**src/rtl/uart_pkg.sv**
```systemverilog
// Shared definitions for the UART Rx packet controller: FSM states, status codes
// and the bit positions of the frame-format word.
package uart_pkg;

    typedef enum logic [2:0] {
        ST_HUNT    = 3'd0,
        ST_LEN     = 3'd1,
        ST_PAYLOAD = 3'd2,
        ST_CHK     = 3'd3,
        ST_DONE    = 3'd4
    } state_e;

    typedef logic [2:0] err_code_t;

    localparam err_code_t ERR_OK       = 3'd0;
    localparam err_code_t ERR_CHECKSUM = 3'd1;
    localparam err_code_t ERR_PARITY   = 3'd2;
    localparam err_code_t ERR_FRAMING  = 3'd3;
    localparam err_code_t ERR_TIMEOUT  = 3'd4;
    localparam err_code_t ERR_LENGTH   = 3'd5;

    localparam int MODE_SEVEN_BIT  = 0;
    localparam int MODE_PARITY_EN  = 1;
    localparam int MODE_ODD_PARITY = 2;
    localparam int MODE_STOP_BIT   = 3;

endpackage

```
**src/rtl/uart_rx_packet_ctrl_if.sv**
```systemverilog
// Byte stream from the UART Rx core in, framed payload stream and packet status out.
interface uart_rx_packet_ctrl_if;
    import uart_pkg::*;

    logic       iRX_DE;
    logic [7:0] iRX_DATA;
    logic       iRX_RETRY;
    logic       iRX_PARITY_ERROR;

    logic       oPKT_VALID;
    logic [7:0] oPKT_DATA;
    logic       oPKT_LAST;
    logic       oPKT_DONE;
    err_code_t  oPKT_ERR;

    modport master (
        input  iRX_DE, iRX_DATA, iRX_RETRY, iRX_PARITY_ERROR,
        output oPKT_VALID, oPKT_DATA, oPKT_LAST, oPKT_DONE, oPKT_ERR
    );

    modport slave (
        output iRX_DE, iRX_DATA, iRX_RETRY, iRX_PARITY_ERROR,
        input  oPKT_VALID, oPKT_DATA, oPKT_LAST, oPKT_DONE, oPKT_ERR
    );

endinterface

```
**src/rtl/uart_ce_gen.sv**
```systemverilog
// Oversampling clock-enable generator: one-cycle pulse every DIV+1 clocks,
// restartable from zero when a new divider is applied.
module uart_ce_gen (
    input  logic        CLK,
    input  logic        RST,
    input  logic [15:0] iDIV,
    input  logic        iRESTART,
    output logic        oCLK_CE
);

    logic [15:0] presc_q, presc_d;

    always_comb begin
        presc_d = presc_q + 16'd1;
        if (iRESTART || (presc_q == iDIV)) presc_d = '0;
    end

    always_ff @(posedge CLK) begin
        if (RST) presc_q <= '0;
        else     presc_q <= presc_d;
    end

    // DIV = 0 keeps the prescaler at zero, so the enable stays high.
    assign oCLK_CE = (presc_q == iDIV);

endmodule

```
**src/rtl/uart_rx_packet_ctrl.sv**
```systemverilog
// UART Rx sequencer: drives the core's CE and frame format, then frames received
// bytes as SYNC, LEN, payload, CHK and streams the payload with per-packet status.
module uart_rx_packet_ctrl
    import uart_pkg::*;
#(
    parameter logic [15:0] DEFAULT_DIV   = 16'd26,
    parameter logic [3:0]  DEFAULT_MODE  = 4'b0000,
    parameter logic [7:0]  SYNC_BYTE     = 8'hA5,
    parameter int          MAX_LEN       = 16,
    parameter int          TIMEOUT_TICKS = 400
) (
    input  logic                  CLK,
    input  logic                  RST,
    input  logic                  iCFG_WE,
    input  logic [15:0]           iCFG_DIV,
    input  logic [3:0]            iCFG_MODE,
    output logic                  oCLK_CE,
    output logic                  oSEVEN_BIT,
    output logic                  oPARITY_EN,
    output logic                  oODD_PARITY,
    output logic                  oSTOP_BIT,
    uart_rx_packet_ctrl_if.master bus,
    output logic [7:0]            oERR_COUNT,
    output logic                  oBUSY
);

    localparam int TO_W = $clog2(TIMEOUT_TICKS + 1);

    state_e          state_q, state_d;
    err_code_t       err_q, err_d;
    logic [15:0]     div_q, div_d, pend_div_q, pend_div_d;
    logic [3:0]      mode_q, mode_d, pend_mode_q, pend_mode_d;
    logic            pend_q, pend_d;
    logic            rx_de_q, rx_de_d, rx_retry_q, rx_retry_d;
    logic [7:0]      rem_q, rem_d, sum_q, sum_d;
    logic [TO_W-1:0] to_cnt_q, to_cnt_d;
    logic            pkt_valid_q, pkt_valid_d, pkt_last_q, pkt_last_d;
    logic [7:0]      pkt_data_q, pkt_data_d;
    logic [7:0]      err_cnt_q, err_cnt_d;

    logic            byte_ev, err_ev, byte_ok, in_pkt, timeout_hit, cfg_apply, ce;
    logic [7:0]      chk_sum;

    uart_ce_gen u_ce_gen (
        .CLK      (CLK),
        .RST      (RST),
        .iDIV     (div_q),
        .iRESTART (cfg_apply),
        .oCLK_CE  (ce)
    );

    // Core outputs are held for a full CE period, so events are edges of the held levels.
    always_comb begin
        rx_de_d     = bus.iRX_DE;
        rx_retry_d  = bus.iRX_RETRY;
        byte_ev     = bus.iRX_DE & ~rx_de_q;
        err_ev      = bus.iRX_RETRY & ~rx_retry_q;
        byte_ok     = byte_ev & ~err_ev;
        in_pkt      = (state_q == ST_LEN) || (state_q == ST_PAYLOAD) || (state_q == ST_CHK);
        timeout_hit = in_pkt && !byte_ev && ce && (to_cnt_q == TO_W'(TIMEOUT_TICKS - 1));
        cfg_apply   = pend_q && (state_q == ST_HUNT) && !byte_ev;
        chk_sum     = sum_q + bus.iRX_DATA;
    end

    always_ff @(posedge CLK) begin
        if (RST) begin
            state_q     <= ST_HUNT;
            err_q       <= ERR_OK;
            div_q       <= DEFAULT_DIV;
            mode_q      <= DEFAULT_MODE;
            pend_div_q  <= '0;
            pend_mode_q <= '0;
            pend_q      <= 1'b0;
            rx_de_q     <= 1'b0;
            rx_retry_q  <= 1'b0;
            rem_q       <= '0;
            sum_q       <= '0;
            to_cnt_q    <= '0;
            pkt_valid_q <= 1'b0;
            pkt_last_q  <= 1'b0;
            pkt_data_q  <= '0;
            err_cnt_q   <= '0;
        end else begin
            state_q     <= state_d;
            err_q       <= err_d;
            div_q       <= div_d;
            mode_q      <= mode_d;
            pend_div_q  <= pend_div_d;
            pend_mode_q <= pend_mode_d;
            pend_q      <= pend_d;
            rx_de_q     <= rx_de_d;
            rx_retry_q  <= rx_retry_d;
            rem_q       <= rem_d;
            sum_q       <= sum_d;
            to_cnt_q    <= to_cnt_d;
            pkt_valid_q <= pkt_valid_d;
            pkt_last_q  <= pkt_last_d;
            pkt_data_q  <= pkt_data_d;
            err_cnt_q   <= err_cnt_d;
        end
    end

    always_comb begin
        state_d     = state_q;
        err_d       = err_q;
        rem_d       = rem_q;
        sum_d       = sum_q;
        div_d       = div_q;
        mode_d      = mode_q;
        pend_d      = pend_q;
        pend_div_d  = pend_div_q;
        pend_mode_d = pend_mode_q;
        to_cnt_d    = to_cnt_q;

        if (!in_pkt || byte_ev) to_cnt_d = '0;
        else if (ce)            to_cnt_d = to_cnt_q + TO_W'(1);

        if (cfg_apply) begin
            div_d  = pend_div_q;
            mode_d = pend_mode_q;
            pend_d = 1'b0;
        end
        // A write landing on the apply cycle stays pending for the next one.
        if (iCFG_WE) begin
            pend_d      = 1'b1;
            pend_div_d  = iCFG_DIV;
            pend_mode_d = iCFG_MODE;
        end

        case (state_q)
            ST_HUNT: begin
                if (byte_ok && (bus.iRX_DATA == SYNC_BYTE)) begin
                    state_d = ST_LEN;
                    err_d   = ERR_OK;
                end
            end
            ST_LEN, ST_PAYLOAD, ST_CHK: begin
                if (err_ev) begin
                    state_d = ST_DONE;
                    err_d   = bus.iRX_PARITY_ERROR ? ERR_PARITY : ERR_FRAMING;
                end else if (byte_ev) begin
                    if (state_q == ST_LEN) begin
                        if ((bus.iRX_DATA == 8'd0) || (int'(bus.iRX_DATA) > MAX_LEN)) begin
                            state_d = ST_DONE;
                            err_d   = ERR_LENGTH;
                        end else begin
                            state_d = ST_PAYLOAD;
                            rem_d   = bus.iRX_DATA;
                            sum_d   = bus.iRX_DATA;
                        end
                    end else if (state_q == ST_PAYLOAD) begin
                        sum_d = chk_sum;
                        rem_d = rem_q - 8'd1;
                        if (rem_q == 8'd1) state_d = ST_CHK;
                    end else begin
                        state_d = ST_DONE;
                        err_d   = (chk_sum == 8'd0) ? ERR_OK : ERR_CHECKSUM;
                    end
                end else if (timeout_hit) begin
                    state_d = ST_DONE;
                    err_d   = ERR_TIMEOUT;
                end
            end
            ST_DONE: state_d = ST_HUNT;
            default: state_d = ST_HUNT;
        endcase
    end

    always_comb begin
        pkt_valid_d = 1'b0;
        pkt_last_d  = 1'b0;
        pkt_data_d  = pkt_data_q;
        err_cnt_d   = err_cnt_q;
        if ((state_q == ST_PAYLOAD) && byte_ok) begin
            pkt_valid_d = 1'b1;
            pkt_data_d  = bus.iRX_DATA;
            pkt_last_d  = (rem_q == 8'd1);
        end
        if ((state_q == ST_DONE) && (err_q != ERR_OK) && (err_cnt_q != 8'hFF))
            err_cnt_d = err_cnt_q + 8'd1;
    end

    assign oCLK_CE        = ce;
    assign oSEVEN_BIT     = mode_q[MODE_SEVEN_BIT];
    assign oPARITY_EN     = mode_q[MODE_PARITY_EN];
    assign oODD_PARITY    = mode_q[MODE_ODD_PARITY];
    assign oSTOP_BIT      = mode_q[MODE_STOP_BIT];
    assign bus.oPKT_VALID = pkt_valid_q;
    assign bus.oPKT_DATA  = pkt_data_q;
    assign bus.oPKT_LAST  = pkt_last_q;
    assign bus.oPKT_DONE  = (state_q == ST_DONE);
    assign bus.oPKT_ERR   = (state_q == ST_DONE) ? err_q : ERR_OK;
    assign oERR_COUNT     = err_cnt_q;
    assign oBUSY          = (state_q != ST_HUNT);

endmodule

```
**src/flat_wrapper.sv**
```systemverilog
// flat-port wrapper written by rule: the top's interface ports become plain ports
module uart_rx_packet_ctrl_flat import uart_pkg::*;
#(
    parameter logic [15:0] DEFAULT_DIV   = 16'd26,
    parameter logic [3:0]  DEFAULT_MODE  = 4'b0000,
    parameter logic [7:0]  SYNC_BYTE     = 8'hA5,
    parameter int          MAX_LEN       = 16,
    parameter int          TIMEOUT_TICKS = 400
)
  (CLK, RST, iCFG_WE, iCFG_DIV, iCFG_MODE, oCLK_CE, oSEVEN_BIT, oPARITY_EN, oODD_PARITY, oSTOP_BIT, oERR_COUNT, oBUSY, bus_iRX_DE, bus_iRX_DATA, bus_iRX_RETRY, bus_iRX_PARITY_ERROR, bus_oPKT_VALID, bus_oPKT_DATA, bus_oPKT_LAST, bus_oPKT_DONE, bus_oPKT_ERR);
  uart_rx_packet_ctrl_if bus_i ();
  input  logic CLK;
  input  logic RST;
  input  logic iCFG_WE;
  input  logic [15:0] iCFG_DIV;
  input  logic [3:0] iCFG_MODE;
  output logic oCLK_CE;
  output logic oSEVEN_BIT;
  output logic oPARITY_EN;
  output logic oODD_PARITY;
  output logic oSTOP_BIT;
  output logic [7:0] oERR_COUNT;
  output logic oBUSY;
  input wire logic [$bits(bus_i.iRX_DE)-1:0] bus_iRX_DE;
  input wire logic [$bits(bus_i.iRX_DATA)-1:0] bus_iRX_DATA;
  input wire logic [$bits(bus_i.iRX_RETRY)-1:0] bus_iRX_RETRY;
  input wire logic [$bits(bus_i.iRX_PARITY_ERROR)-1:0] bus_iRX_PARITY_ERROR;
  output wire logic [$bits(bus_i.oPKT_VALID)-1:0] bus_oPKT_VALID;
  output wire logic [$bits(bus_i.oPKT_DATA)-1:0] bus_oPKT_DATA;
  output wire logic [$bits(bus_i.oPKT_LAST)-1:0] bus_oPKT_LAST;
  output wire logic [$bits(bus_i.oPKT_DONE)-1:0] bus_oPKT_DONE;
  output wire logic [$bits(bus_i.oPKT_ERR)-1:0] bus_oPKT_ERR;
  assign bus_i.iRX_DE = bus_iRX_DE;
  assign bus_i.iRX_DATA = bus_iRX_DATA;
  assign bus_i.iRX_RETRY = bus_iRX_RETRY;
  assign bus_i.iRX_PARITY_ERROR = bus_iRX_PARITY_ERROR;
  assign bus_oPKT_VALID = bus_i.oPKT_VALID;
  assign bus_oPKT_DATA = bus_i.oPKT_DATA;
  assign bus_oPKT_LAST = bus_i.oPKT_LAST;
  assign bus_oPKT_DONE = bus_i.oPKT_DONE;
  assign bus_oPKT_ERR = bus_i.oPKT_ERR;
  uart_rx_packet_ctrl #(.DEFAULT_DIV(DEFAULT_DIV), .DEFAULT_MODE(DEFAULT_MODE), .SYNC_BYTE(SYNC_BYTE), .MAX_LEN(MAX_LEN), .TIMEOUT_TICKS(TIMEOUT_TICKS)) u_core (.CLK(CLK), .RST(RST), .iCFG_WE(iCFG_WE), .iCFG_DIV(iCFG_DIV), .iCFG_MODE(iCFG_MODE), .oCLK_CE(oCLK_CE), .oSEVEN_BIT(oSEVEN_BIT), .oPARITY_EN(oPARITY_EN), .oODD_PARITY(oODD_PARITY), .oSTOP_BIT(oSTOP_BIT), .bus(bus_i), .oERR_COUNT(oERR_COUNT), .oBUSY(oBUSY));
endmodule
```
**config.mk**
```make
export PLATFORM = sky130hd
export DESIGN_NAME = uart_rx_packet_ctrl_flat
export DESIGN_NICKNAME = d
export VERILOG_FILES = /design/src/rtl/uart_pkg.sv /design/src/rtl/uart_rx_packet_ctrl_if.sv /design/src/rtl/uart_ce_gen.sv /design/src/rtl/uart_rx_packet_ctrl.sv /design/src/flat_wrapper.sv
export SDC_FILE = /design/constraint.sdc
export NUM_CORES = 1
export LEC_CHECK = 0
export BUFFER_PORTS_ARGS = -buffer_cell sky130_fd_sc_hd__buf_2
export CELL_PAD_IN_SITES_DETAIL_PLACEMENT = 1
export CELL_PAD_IN_SITES_GLOBAL_PLACEMENT = 2
export CORE_AREA = 2 2 118 143
export CTS_CLUSTER_DIAMETER = 100
export CTS_CLUSTER_SIZE = 20
export DETAILED_ROUTE_END_ITERATION = 10
export DIE_AREA = 0 0 120 145
export MAX_ROUTING_LAYER = met4
export PLACE_DENSITY = 0.75
export REMOVE_ABC_BUFFERS = 1
export SKIP_LAST_GASP = 1
export SLEW_MARGIN = 10
export SYNTH_ARGS = -nofsm -noshare
export SYNTH_HDL_FRONTEND = slang
export SYNTH_SLANG_ARGS = --single-unit
```
**constraint.sdc**
```tcl
create_clock -name CLK -period 1.9 [get_ports CLK]
set_input_delay 0.19 -clock CLK [delete_from_list [all_inputs] [get_ports CLK]]
set_output_delay 0.19 -clock CLK [all_outputs]
set_load 0.01 [all_outputs]
```
After elaboration in Yosys (flattened, before gate mapping) --
Index checks and enable logic that the tools add are counted.
Storage, ports and cells: register bits after elaboration 108, output and inout bits 28
Cells by class: $add $sub $neg 5, magnitude comparators 1, eq/ne operators 15, muxes and demuxes 27, bitwise operators 7, reduce and logical (&&, ||, !) cells 31
Operator list (number):
- $mux 3 | 15
- $mux 8 | 5
- $add 16x1->16 const B | 1
- $eq 16x16->1 | 1
- $logic_not 8->1 | 2
- $pmux 3 s2 | 2
- $ne 5x5->1 const B | 2
- $reduce_and 5->1 | 2
- $add 9x1->9 const B | 1
- $eq 9x9->1 const B | 1
- $logic_and 1x1->1 | 9
- $add 8x1->8 const B | 1
- $add 8x8->8 | 1
- $eq 8x1->1 const B | 1
- $eq 8x8->1 const B | 1
- $gt 8x5->1 const B | 1
- $ne 8x8->1 const B | 1
- $sub 8x1->8 const B | 1
- $eq 3x2->1 const B | 2
- $ne 6x6->1 const B | 1
- $reduce_bool 2->1 | 3
- $reduce_bool 3->1 | 2
- $reduce_or 2->1 | 3
- $logic_or 1x1->1 | 5
- 11 further kinds | 22

Longest topological paths before layout --
Gate-level depths: netlist (run 1).
word-level depth 10, depth in mapped cells 9

By module --
From an unflattened synthesis (run 1), not the netlist that was laid out.
Unflattened totals: cell total of the unflattened synthesis 560, area, all modules 4901.0 um^2
Modules (own cells, without submodules):
- uart_rx_packet_ctrl | instances 1, cells each 458, area each 3976.3 um^2, seq. area each 1841.8 um^2
- uart_ce_gen | instances 1, cells each 102, area each 924.6 um^2, seq. area each 320.3 um^2

Worst setup path before layout (run 1) --
OpenSTA, ideal clock, no wires.
path type register to register, from reg u_core.sum_q[0], to reg u_core.err_q[0], setup time 0.117 ns, arrival 1.940 ns, required time 1.783 ns, path slack -0.157 ns, stages on the path, launching flop included 9, clock period less this slack 2.057 ns, cells stage by stage dfxtp_1 -> ha_1 -> inv_1 -> fa_1 -> xnor2_1 -> or4_1 -> nor3_1 -> nand4_1 -> a32o_1
On the way: word-level cells in the longest chain between the ends 8
Ends and longest elaborated chain:
- start: declaration | RTL line uart_rx_packet_ctrl.sv:35 | logic [7:0] rem_q, rem_d, sum_q, sum_d;
- start signal: assignment | RTL line uart_rx_packet_ctrl.sv:94 | sum_q <= sum_d;
- $add 8x8->8 | RTL line uart_rx_packet_ctrl.sv:62 | chk_sum = sum_q + bus.iRX_DATA;
- $logic_not 8->1 | RTL line uart_rx_packet_ctrl.sv:157 | err_d = (chk_sum == 8'd0) ? ERR_OK : ERR_CHECKSUM;
- $mux 1 | RTL line uart_rx_packet_ctrl.sv:157
- $mux 3 | RTL line uart_rx_packet_ctrl.sv:151 | end else if (state_q == ST_PAYLOAD) begin
- $mux 3 | RTL line uart_rx_packet_ctrl.sv:142 | if (state_q == ST_LEN) begin
- $mux 3 | RTL line uart_rx_packet_ctrl.sv:141 | end else if (byte_ev) begin
- $mux 3 | RTL line uart_rx_packet_ctrl.sv:138 | if (err_ev) begin
- $pmux 3 s2 | RTL line uart_rx_packet_ctrl.sv:130 | case (state_q)
- end signal: assignment | RTL line uart_rx_packet_ctrl.sv:85 | err_q <= err_d;
- end: declaration | RTL line uart_rx_packet_ctrl.sv:30 | err_code_t err_q, err_d;
No other way between the ends. The select of a mux whose other input is x is not followed. A chain may end at the register's enable or synchronous reset.

Worst setup path in the final report (run 1) --
from reg u_core.div_q[12], to out oCLK_CE
On the way: word-level cells in the longest chain between the ends 1
Ends and longest elaborated chain:
- start: declaration | RTL line uart_rx_packet_ctrl.sv:31 | logic [15:0] div_q, div_d, pend_div_q, pend_div_d;
- start signal: assignment | RTL line uart_rx_packet_ctrl.sv:86 | div_q <= div_d;
- $eq 16x16->1 | RTL line uart_ce_gen.sv:24 | assign oCLK_CE = (presc_q == iDIV);
- end: declaration | RTL line flat_wrapper.sv:17 | output logic oCLK_CE;
No other way between the ends.

==> results of run 1 <==
[worst max path at each step]
stage	startpoint	end	slack, ns	cells past startpoint
floorplan	u_core.sum_q[0]	u_core.err_q[0]	-0.16	8
global placement	u_core.sum_q[0]	u_core.err_q[0]	-0.25	8
detailed placement	u_core.sum_q[0]	u_core.err_q[0]	-0.32	8
CTS	u_core.div_q[12]	oCLK_CE	-0.19	7
global route	u_core.div_q[12]	oCLK_CE	-0.28	7
finish	u_core.div_q[12]	oCLK_CE	-0.17	7
[power by group through the flow]
stage	Sequential, mW	Clock [mW]	Combinational (mW)
2_1_floorplan	2.39	0	0.185
6_report	2.35	2.03	0.431
5_1_grt	2.35	2.17	0.479
3_3_place_gp	2.40	0	0.387
3_5_place_dp	2.40	0	0.397
4_1_cts	2.35	2.09	0.433
[cell families (layout without fill, tap and decap cells)]
family,after synthesis,count (layout),synth area share [%]
AOI/OAI and AO/OA,80,80,10.2
xor gates and xnor gates,49,49,8.79
adders and majority gates,13,13,3.49
buffers and inverters,35,150,2.90
DFF,108,108,44.3
muxes,29,29,5.95
and+or+nand+nor,252,252,24.3
[state kept, by name, indices dropped and copies added (netlist names), 4 cells and up]
register and count:
u_core.oERR_COUNT 8, u_core.sum_q 8, u_core.div_q 16, u_core.pend_div_q 16, u_core.mode_q 4, u_core.bus.oPKT_DATA 8, u_core.pend_mode_q 4, u_core.u_ce_gen.presc_q 16
u_core.to_cnt_q 9, u_core.rem_q 8
[synthesized netlist by cell type, drive strengths merged, types with 2 or more instances]
master	number
a211oi	3
a21oi	39
a311oi	6
a31oi	2
a32o	2
and2	4
and3	11
buf	10
clkbuf	14
dfxtp	108
ha	12
inv	10
mux2i	29
nand2	85
nand2b	4
nand3	13
nand3b	3
nand4	10
nand4bb	2
nor2	80
nor2b	5
nor3	12
nor3b	3
nor4	10
o211ai	4
o21ai	12
o22ai	4
or3	6
xnor2	16
xor2	33
[area by class of cell]
cell class / count / area share, %
flip-flops and latches: 108 / 34.0
clock buffers: 10 / 3.75
well taps: 212 / 4.16
clock inverters: 6 / 1.20
repair buffers: 123 / 13.1
multi-input cells: 423 / 43.0
inverters: 11 / 0.726
[routing by layer]
layer	routed length, um	vias up	share of wire (%)
li1	-	2160	-
met1	6080	2106	44
met2	7210	35	52
met3	211	20	1.5
met4	247	0	1.8
met5	0	-	0
[placed cells by master (no fill, tap or decap), types with 10 or more instances in the layout]
cell type,synthesis,final
buf_2,5,60
nor2_1,79,79
mux2i_1,29,29
xor2_1,33,33
and3_1,11,11
buf_4,1,55
nor3_1,12,10
nand2_1,85,82
xnor2_1,16,14
dfxtp_1,108,104
a21oi_1,39,37
nand3_1,13,12
[metrics by stage]
step | cell area, um^2 | TNS [ns] | hold slack, ns | setup WS [ns]
2_1_floorplan | 4780 | -0.293 | 0.259 | -0.157
3_3_place_gp | 5790 | -2.12 | 0.425 | -0.249
3_5_place_dp | 5790 | -2.71 | 0.437 | -0.322
4_1_cts | 6320 | -1.83 | 0.0533 | -0.191
5_1_grt | 6370 | -5.16 | 0.0677 | -0.281
6_report | 6370 | -1.44 | 0.0612 | -0.170
[worst reg2reg max path, delay by kind of cell, from the launching register on]
family | cells | cell delay (ns)
compound gates | 1 | 0.21
xor+xnor | 1 | 0.15
fa+ha+maj | 2 | 0.50
buf+inv | 1 | 0.03
flops | 1 | 0.36
simple gates | 3 | 0.71
[timing repair]
item                       4_1_cts  5_1_grt
setup buffers                    6        0
pin swaps                       11       10
gates resized for setup         29       12
gates cloned                     1        0
setup endpoints to repair       33       37
==> flow_summary.json, run 1 <==
{
  "first_iter_violations": 156,
  "grt_use_met3_pct": 2.32,
  "ys.flop_type": "dfxtp_1",
  "outcome": "finished with violations",
  "ys_seq_elements": 108,
  "power.share.switching_pct": 25.2,
  "min_from": "iCFG_DIV[8]",
  "p_switching_mw": 1.21,
  "async_flop_share_pct": 0,
  "hold_buffers": 0,
  "avgSynthCellArea_um2": 8.62,
  "firstDrtPassIters": 4,
  "dp_hpwl_um": 10000,
  "r2r_start": "u_core.sum_q[0]",
  "power.density_nw_per_um2": 754,
  "clkSinkCount": 108,
  "antennaDiodeCount": 0,
  "worst_r2r_endpoint": "u_core.err_q[0]",
  "fmax_mhz": 483,
  "cpMaxStageDelayCell": "dfxtp_2",
  "grt_pass1_wl_um": 23100,
  "seqCellArea_um2": 2170,
  "routed_wirelength_um": 13700,
  "start_kind": "register",
  "fillCellCount": 1849,
  "placedCellCount": 870,
  "p_seq_share_pct": 48.9,
  "synth_edf_count": 0,
  "antenna_found_initial": 0,
  "fin_util_pct": 39.8,
  "die_area_um2": 17400,
  "clk_path_buf_depth": 2,
  "worstRegToRegCells": 8,
  "vias_per_cell": 4.84,
  "layout_setup_ws_ns": -0.170,
  "slew-limit-headroom_pct": 54.1,
  "fp.dieW_um": 120,
  "path_cells": "xor2_1 > nor4_2 > buf_4 > nand4_1 > buf_4 > inv_6 > buf_6",
  "drive_above_1_share_pct": 25.7,
  "tightestPinTransition_ns": 0.688,
  "multi_input_area_um2": 2740,
  "cts_made_buffers": 9,
  "fin_skew_ns": 0.00958,
  "grt_start_max_net_pins": 45,
  "port-buffer-count": 61,
  "wl_per_cell_um": 15.4,
  "hp-class": "primary input to register",
  "setup_viol": 28,
  "track_usage_pct": 16.9,
  "row_count": 51,
  "syn_inst": 566,
  "vias": 4321,
  "peakVddDrop_mv": 0.404,
  "arrival_ns": 1.88,
  "core_um2": 16000,
  "ant_nets": 0,
  "grt_util_met1_pct": 19.6,
  "layout_min_cycle_time_ns": 2.07,
  "h-tree-depth": 3,
  "drc": 0,
  "synthToLayoutAreaGrowth_pct": 30.6,
  "clock_latency_ns": 0.36,
  "grt_pass1_vias": 4697,
  "grt-ovfl-total": 0,
  "finalNetCount": 723,
  "path_buf_inv": 4,
  "slowest_delay_ns": 0.33,
  "end_kind": "primary output",
  "drv_slew": 0,
  "path_class": "register to primary output",
  "ff2ff_setup_slack_ns": -0.16,
  "syn_area_um2": 4880,
  "cp.required_ns": 1.71,
  "clockRootBuffer": "clkbuf_16",
  "instances_no_fill": 893,
  "yosys.area.top_type": "dfxtp_1",
  "top_usage_layer": "met2",
  "p_int_mw": 3.59,
  "ys_types": 52,
  "yosys_warnings": 0,
  "crit_family": "buffers and inverters",
  "whs_path_depth": 3,
  "leakagePower_nw": 2.76,
  "finalPower_mw": 4.80,
  "clkPwrFrac_pct": 42.2,
  "period_share_pct": 109,
  "crit_fanout": 3,
  "violations": "negative setup slack",
  "seq_area_frac_synth_pct": 44.3,
  "cpMostUsedCell": "buf_4",
  "gp_congestion": 0.809,
  "hold_violations": 0,
  "drv_cap": 0,
  "chipHeight_um": 145,
  "hold-path-endpoint": "u_core.pend_div_q[8]",
  "initial_core_util_pct": 30.5,
  "met2_usage_pct": 29.7,
  "p_comb_share_pct": 9.0,
  "synth.area.top_cells": "dfxtp_1, nand2_1, nor2_1",
  "clk_pin_slew_ns": 0.08,
  "synth_top_area_share_pct": 44.3,
  "grt_setup_unrepaired": "true",
  "cts_tree": "done",
  "ios": 62
}
Note: power is estimated with default switching activity, not from simulation.
==> run 2: changes to the inputs <==
SKIP_CTS_REPAIR_TIMING = 1   (was unset)
==> run 2 against run 1 <==
The run still ends with negative setup slack left; via count increased by 0.14%; clock-buffer cell count unchanged; die area unchanged; largest cell class unchanged; global-route usage decreased by 0.43 points.
==> flow_summary.json, run 2 (same netlist as run 1, synthesis figures left out) <==
{
  "layout_min_cycle_time_ns": 2.08,
  "cp.required_ns": 2.16,
  "period_share_pct": 110,
  "final_common_cell": "dfxtp_1",
  "crit_family": "simple AND/OR/NAND/NOR gates",
  "antennaDiodeCount": 0,
  "fmax_mhz": 480,
  "ios": 62,
  "port-buffer-count": 61,
  "routed_wirelength_um": 13700,
  "clock_latency_ns": 0.36,
  "drive_above_1_share_pct": 24.3,
  "h-tree-depth": 3,
  "chipHeight_um": 145,
  "clk_pin_slew_ns": 0.08,
  "ant_nets": 0,
  "grt_pass1_wl_um": 22600,
  "tightestPinTransition_ns": 0.689,
  "drv_cap": 0,
  "cts_tree": "done",
  "clockRootBuffer": "clkbuf_16",
  "slowest_delay_ns": 0.49,
  "vias_per_cell": 4.84,
  "slew-limit-headroom_pct": 54.1,
  "gp_congestion": 0.809,
  "synthToLayoutAreaGrowth_pct": 29.5,
  "start_kind": "register",
  "outcome": "finished with violations",
  "wl_per_cell_um": 15.3,
  "grt_pass1_vias": 4620,
  "design_area_um2": 6320,
  "row_count": 51,
  "cpMaxStageDelayCell": "or4_1",
  "path_buf_inv": 1,
  "arrival_ns": 2.35,
  "first_iter_violations": 157,
  "finalPower_mw": 4.80,
  "violations": "negative setup slack",
  "vias": 4327,
  "grt_setup_unrepaired": "true",
  "setup_viol": 20,
  "fin_skew_ns": 0.00934,
  "most-common-layout-cells": "dfxtp_1, nand2_1, nor2_1",
  "hold_violations": 0,
  "clk_path_buf_depth": 2,
  "firstDrtPassIters": 4,
  "die_area_um2": 17400,
  "layout_setup_ws_ns": -0.184,
  "path_cells": "ha_4 > inv_2 > fa_2 > xnor2_2 > or4_1 > nor3_2 > nand4_1 > a32o_1",
  "fin_util_pct": 39.4,
  "dp_hpwl_um": 10000,
  "core_um2": 16000,
  "end_kind": "register",
  "initial_core_util_pct": 30.5,
  "finalNetCount": 724,
  "place_ws_ns": -0.322,
  "path_class": "register to register",
  "hp-class": "primary input to register",
  "grt_start_max_net_pins": 45,
  "cts_made_buffers": 9,
  "reg.largest.list": "u_core.div_q: 16 flops, u_core.pend_div_q: 16 flops, u_core.u_ce_gen.presc_q: 16 flops",
  "clkSinkCount": 108,
  "peakVddDrop_mv": 0.416,
  "crit_fanout": 2,
  "fp.dieW_um": 120,
  "power.density_nw_per_um2": 759,
  "drv_slew": 0,
  "grt-ovfl-total": 0,
  "leakagePower_nw": 2.72,
  "antenna_found_initial": 0,
  "drc": 0,
  "track_usage_pct": 16.5,
  "dpl_cell_area_um2": 5790
}
-- run 2: cell types whose count changed in the layout (fill, tap and decap cells not counted), moves of 2 or more --
cell / previous run / this run
a311oi_2: 2 / 0
a311oi_1: 4 / 6
buf_4: 55 / 57
nand2_4: 2 / 0
nand2_1: 82 / 85
-- run 2: worst register-to-register path, cell delays in order (launching register included) --
cell and delay [ns]:
dfxtp_2 0.36, ha_4 0.14, inv_2 0.03, fa_2 0.36
xnor2_2 0.15, or4_1 0.49, nor3_2 0.13, nand4_1 0.11
a32o_1 0.21
-- run 2: cell type report --
cell class | count | area (um^2)
Fill cell | 1851 | 9700
Clock buffer | 10 | 239
Tap cell | 212 | 265
Multi-Input combinational cell | 423 | 2680
Inverter | 11 | 48.8
Timing Repair Buffer | 124 | 838
Clock inverter | 6 | 76.3
Sequential cell | 108 | 2170
-- run 2: final timing paths --
path	from	endpoint	slack, ns	cells after the start
max reg2reg	u_core.sum_q[0]	u_core.err_q[0]	-0.18	8
min	iCFG_DIV[8]	u_core.pend_div_q[8]	0.06	3
max	u_core.sum_q[0]	u_core.err_q[0]	-0.18	8
min reg2reg	u_core.pend_div_q[5]	u_core.div_q[5]	0.45	2
-- run 2: metrics by stage --
stage / std cells / hold slack (ns) / TNS [ns]
final: 894 / 0.0610 / -1.08
after floorplan: 542 / 0.259 / -0.293
after global placement: 870 / 0.425 / -2.12
after global routing: 894 / 0.0677 / -4.34
after CTS: 886 / 0.0533 / -3.71
after detailed placement: 870 / 0.437 / -2.71
-- run 2: metal layers --
metal,GRT usage (%),wire length [um],vias up,share of wire [%]
met1,19.2,6140,2112,45
met2,28.9,7120,37,52
met3,2.28,198,13,1.4
li1,-,-,2165,-
met5,-,0,-,0
met4,5.71,208,0,1.5
-- run 2: power by group --
group,switching [mW],internal (mW)
clock,0.940,1.09
combinational,0.237,0.184
sequential,0.0330,2.31
==> run 3: changes to the inputs <==
CORE_AREA = 2 2 144 118   (was 2 2 118 143)
DIE_AREA = 0 0 146 120   (was 0 0 120 145)
==> run 3 against run 2 <==
The run still ends with negative setup slack left; first-iteration DRC count down 8.3%; clock skew down 0.0022 ns; combinational power about the same; fmax down 5.5%; worst hold slack worse by 0.00066 ns; non-clock buffer count unchanged; clock power up 7%; die area up 0.69%; cell count up 0.78%; routed wire length up 4.5%; global-route usage up 0.55 points; final area up 1.2%; critical path type unchanged; largest power group unchanged.
==> flow_summary.json, run 3 (same netlist as run 1, synthesis figures left out) <==
{
  "grt_start_max_net_pins": 75,
  "final_common_cell": "dfxtp_1",
  "power.density_nw_per_um2": 774,
  "grt_setup_unrepaired": "true",
  "hp-class": "primary input to register",
  "gp_congestion": 0.784,
  "arrival_ns": 2.46,
  "drv_cap": 0,
  "cts_made_buffers": 9,
  "synthToLayoutAreaGrowth_pct": 31.0,
  "setup_viol": 4,
  "crit_start": "u_core.sum_q[0]",
  "layout_min_cycle_time_ns": 2.21,
  "port-buffer-count": 61,
  "drc": 0,
  "clk_path_buf_depth": 2,
  "routed_wirelength_um": 14300,
  "finalNetCount": 724,
  "ant_nets": 0,
  "dp_hpwl_um": 10300,
  "h-tree-depth": 3,
  "wl_per_cell_um": 15.9,
  "ff2ff_setup_slack_ns": -0.31,
  "antenna_found_initial": 0,
  "cp.required_ns": 2.16,
  "outcome": "finished with violations",
  "core_um2": 16200,
  "slew-limit-headroom_pct": 54.6,
  "firstDrtPassIters": 4,
  "design_area_um2": 6390,
  "clkSinkCount": 108,
  "start_kind": "register",
  "peakVddDrop_mv": 0.404,
  "hold_violations": 0,
  "grt_pass1_vias": 4546,
  "leakagePower_nw": 2.75,
  "period_share_pct": 116,
  "grt_pass1_wl_um": 23200,
  "drv_slew": 0,
  "worst_r2r_endpoint": "u_core.err_q[0]",
  "dpl_cell_area_um2": 5860,
  "violations": "negative setup slack",
  "tightestPinTransition_ns": 0.680,
  "holdWs_ns": 0.0604,
  "chipHeight_um": 120,
  "vias": 4351,
  "clock_latency_ns": 0.36,
  "antennaDiodeCount": 0,
  "placedCellCount": 884,
  "initial_core_util_pct": 30.1,
  "vias_per_cell": 4.83,
  "path_class": "register to register",
  "r2r_start": "u_core.sum_q[0]",
  "most-common-layout-cells": "dfxtp_1, nand2_1, nor2_1",
  "end_kind": "register",
  "instances_no_fill": 901,
  "crit_fanout": 2,
  "die_area_um2": 17500,
  "fin_skew_ns": 0.00717,
  "row_count": 42,
  "reg.largest.list": "u_core.div_q: 16 flops, u_core.pend_div_q: 16 flops, u_core.u_ce_gen.presc_q: 16 flops",
  "grt-ovfl-total": 0,
  "clk_pin_slew_ns": 0.07,
  "clockRootBuffer": "clkbuf_16",
  "track_usage_pct": 17.1,
  "fin_util_pct": 39.5,
  "worstRegToRegCells": 8,
  "first_iter_violations": 144,
  "ios": 62,
  "fp.dieW_um": 146,
  "critPathCapture": "u_core.err_q[0]",
  "fmax_mhz": 453,
  "layout_setup_ws_ns": -0.305,
  "cts_tree": "done",
  "drive_above_1_share_pct": 25.0
}
-- run 3: final cells by class --
class,instances,area (um^2)
Clock buffer,10,239
Clock inverter,5,100
Fill cell,1946,9790
Inverter,11,53.8
Multi-Input combinational cell,423,2720
Sequential cell,108,2170
Tap cell,220,275
Timing Repair Buffer,124,837
-- run 3: how the worst min path moves through the flow --
| stage | start | to | cells after the start |
|---|---|---|---|
| after detailed placement | iCFG_DIV[13] | u_core.pend_div_q[13] | 3 |
| after global routing | iCFG_MODE[1] | u_core.pend_mode_q[1] | 3 |
| final | iCFG_DIV[13] | u_core.pend_div_q[13] | 3 |
| after CTS | iCFG_DIV[13] | u_core.pend_div_q[13] | 3 |
| after floorplan | RST | u_core.div_q[0] | 1 |
| after global placement | iCFG_DIV[12] | u_core.pend_div_q[12] | 3 |
-- run 3: power by group --
group          total, mW  leakage, nW  switching (mW)  internal, mW
registers           2.35        0.878          0.0340          2.31
clock network       2.18        0.168           0.869          1.31
logic              0.422         1.70           0.242         0.180
-- run 3: per-stage QoR --
stage | power (mW) | worst slack (ns) | TNS (ns)
3_3_place_gp | 2.79 | -0.254 | -0.454
5_1_grt | 5.15 | -0.398 | -2.83
4_1_cts | 5.01 | -0.344 | -1.14
2_1_floorplan | 2.58 | -0.157 | -0.293
3_5_place_dp | 2.80 | -0.337 | -1.36
6_report | 4.95 | -0.305 | -0.520
-- run 3: worst max-delay path, cell delays in order (launching register included) --
cell and delay [ns]:
dfxtp_2 0.35, ha_4 0.14, inv_2 0.04, fa_2 0.52
nand2_2 0.05, or4_4 0.43, nor3_4 0.18, nand4_1 0.14
a32o_1 0.24
-- run 3: layer usage --
metal | routed length [um] | global-route usage (%) | up-vias
li1 | - | - | 2159
met1 | 6980 | 22.0 | 2115
met2 | 6670 | 26.9 | 63
met3 | 408 | 3.42 | 14
met4 | 220 | 6.01 | 0
met5 | 0 | - | -
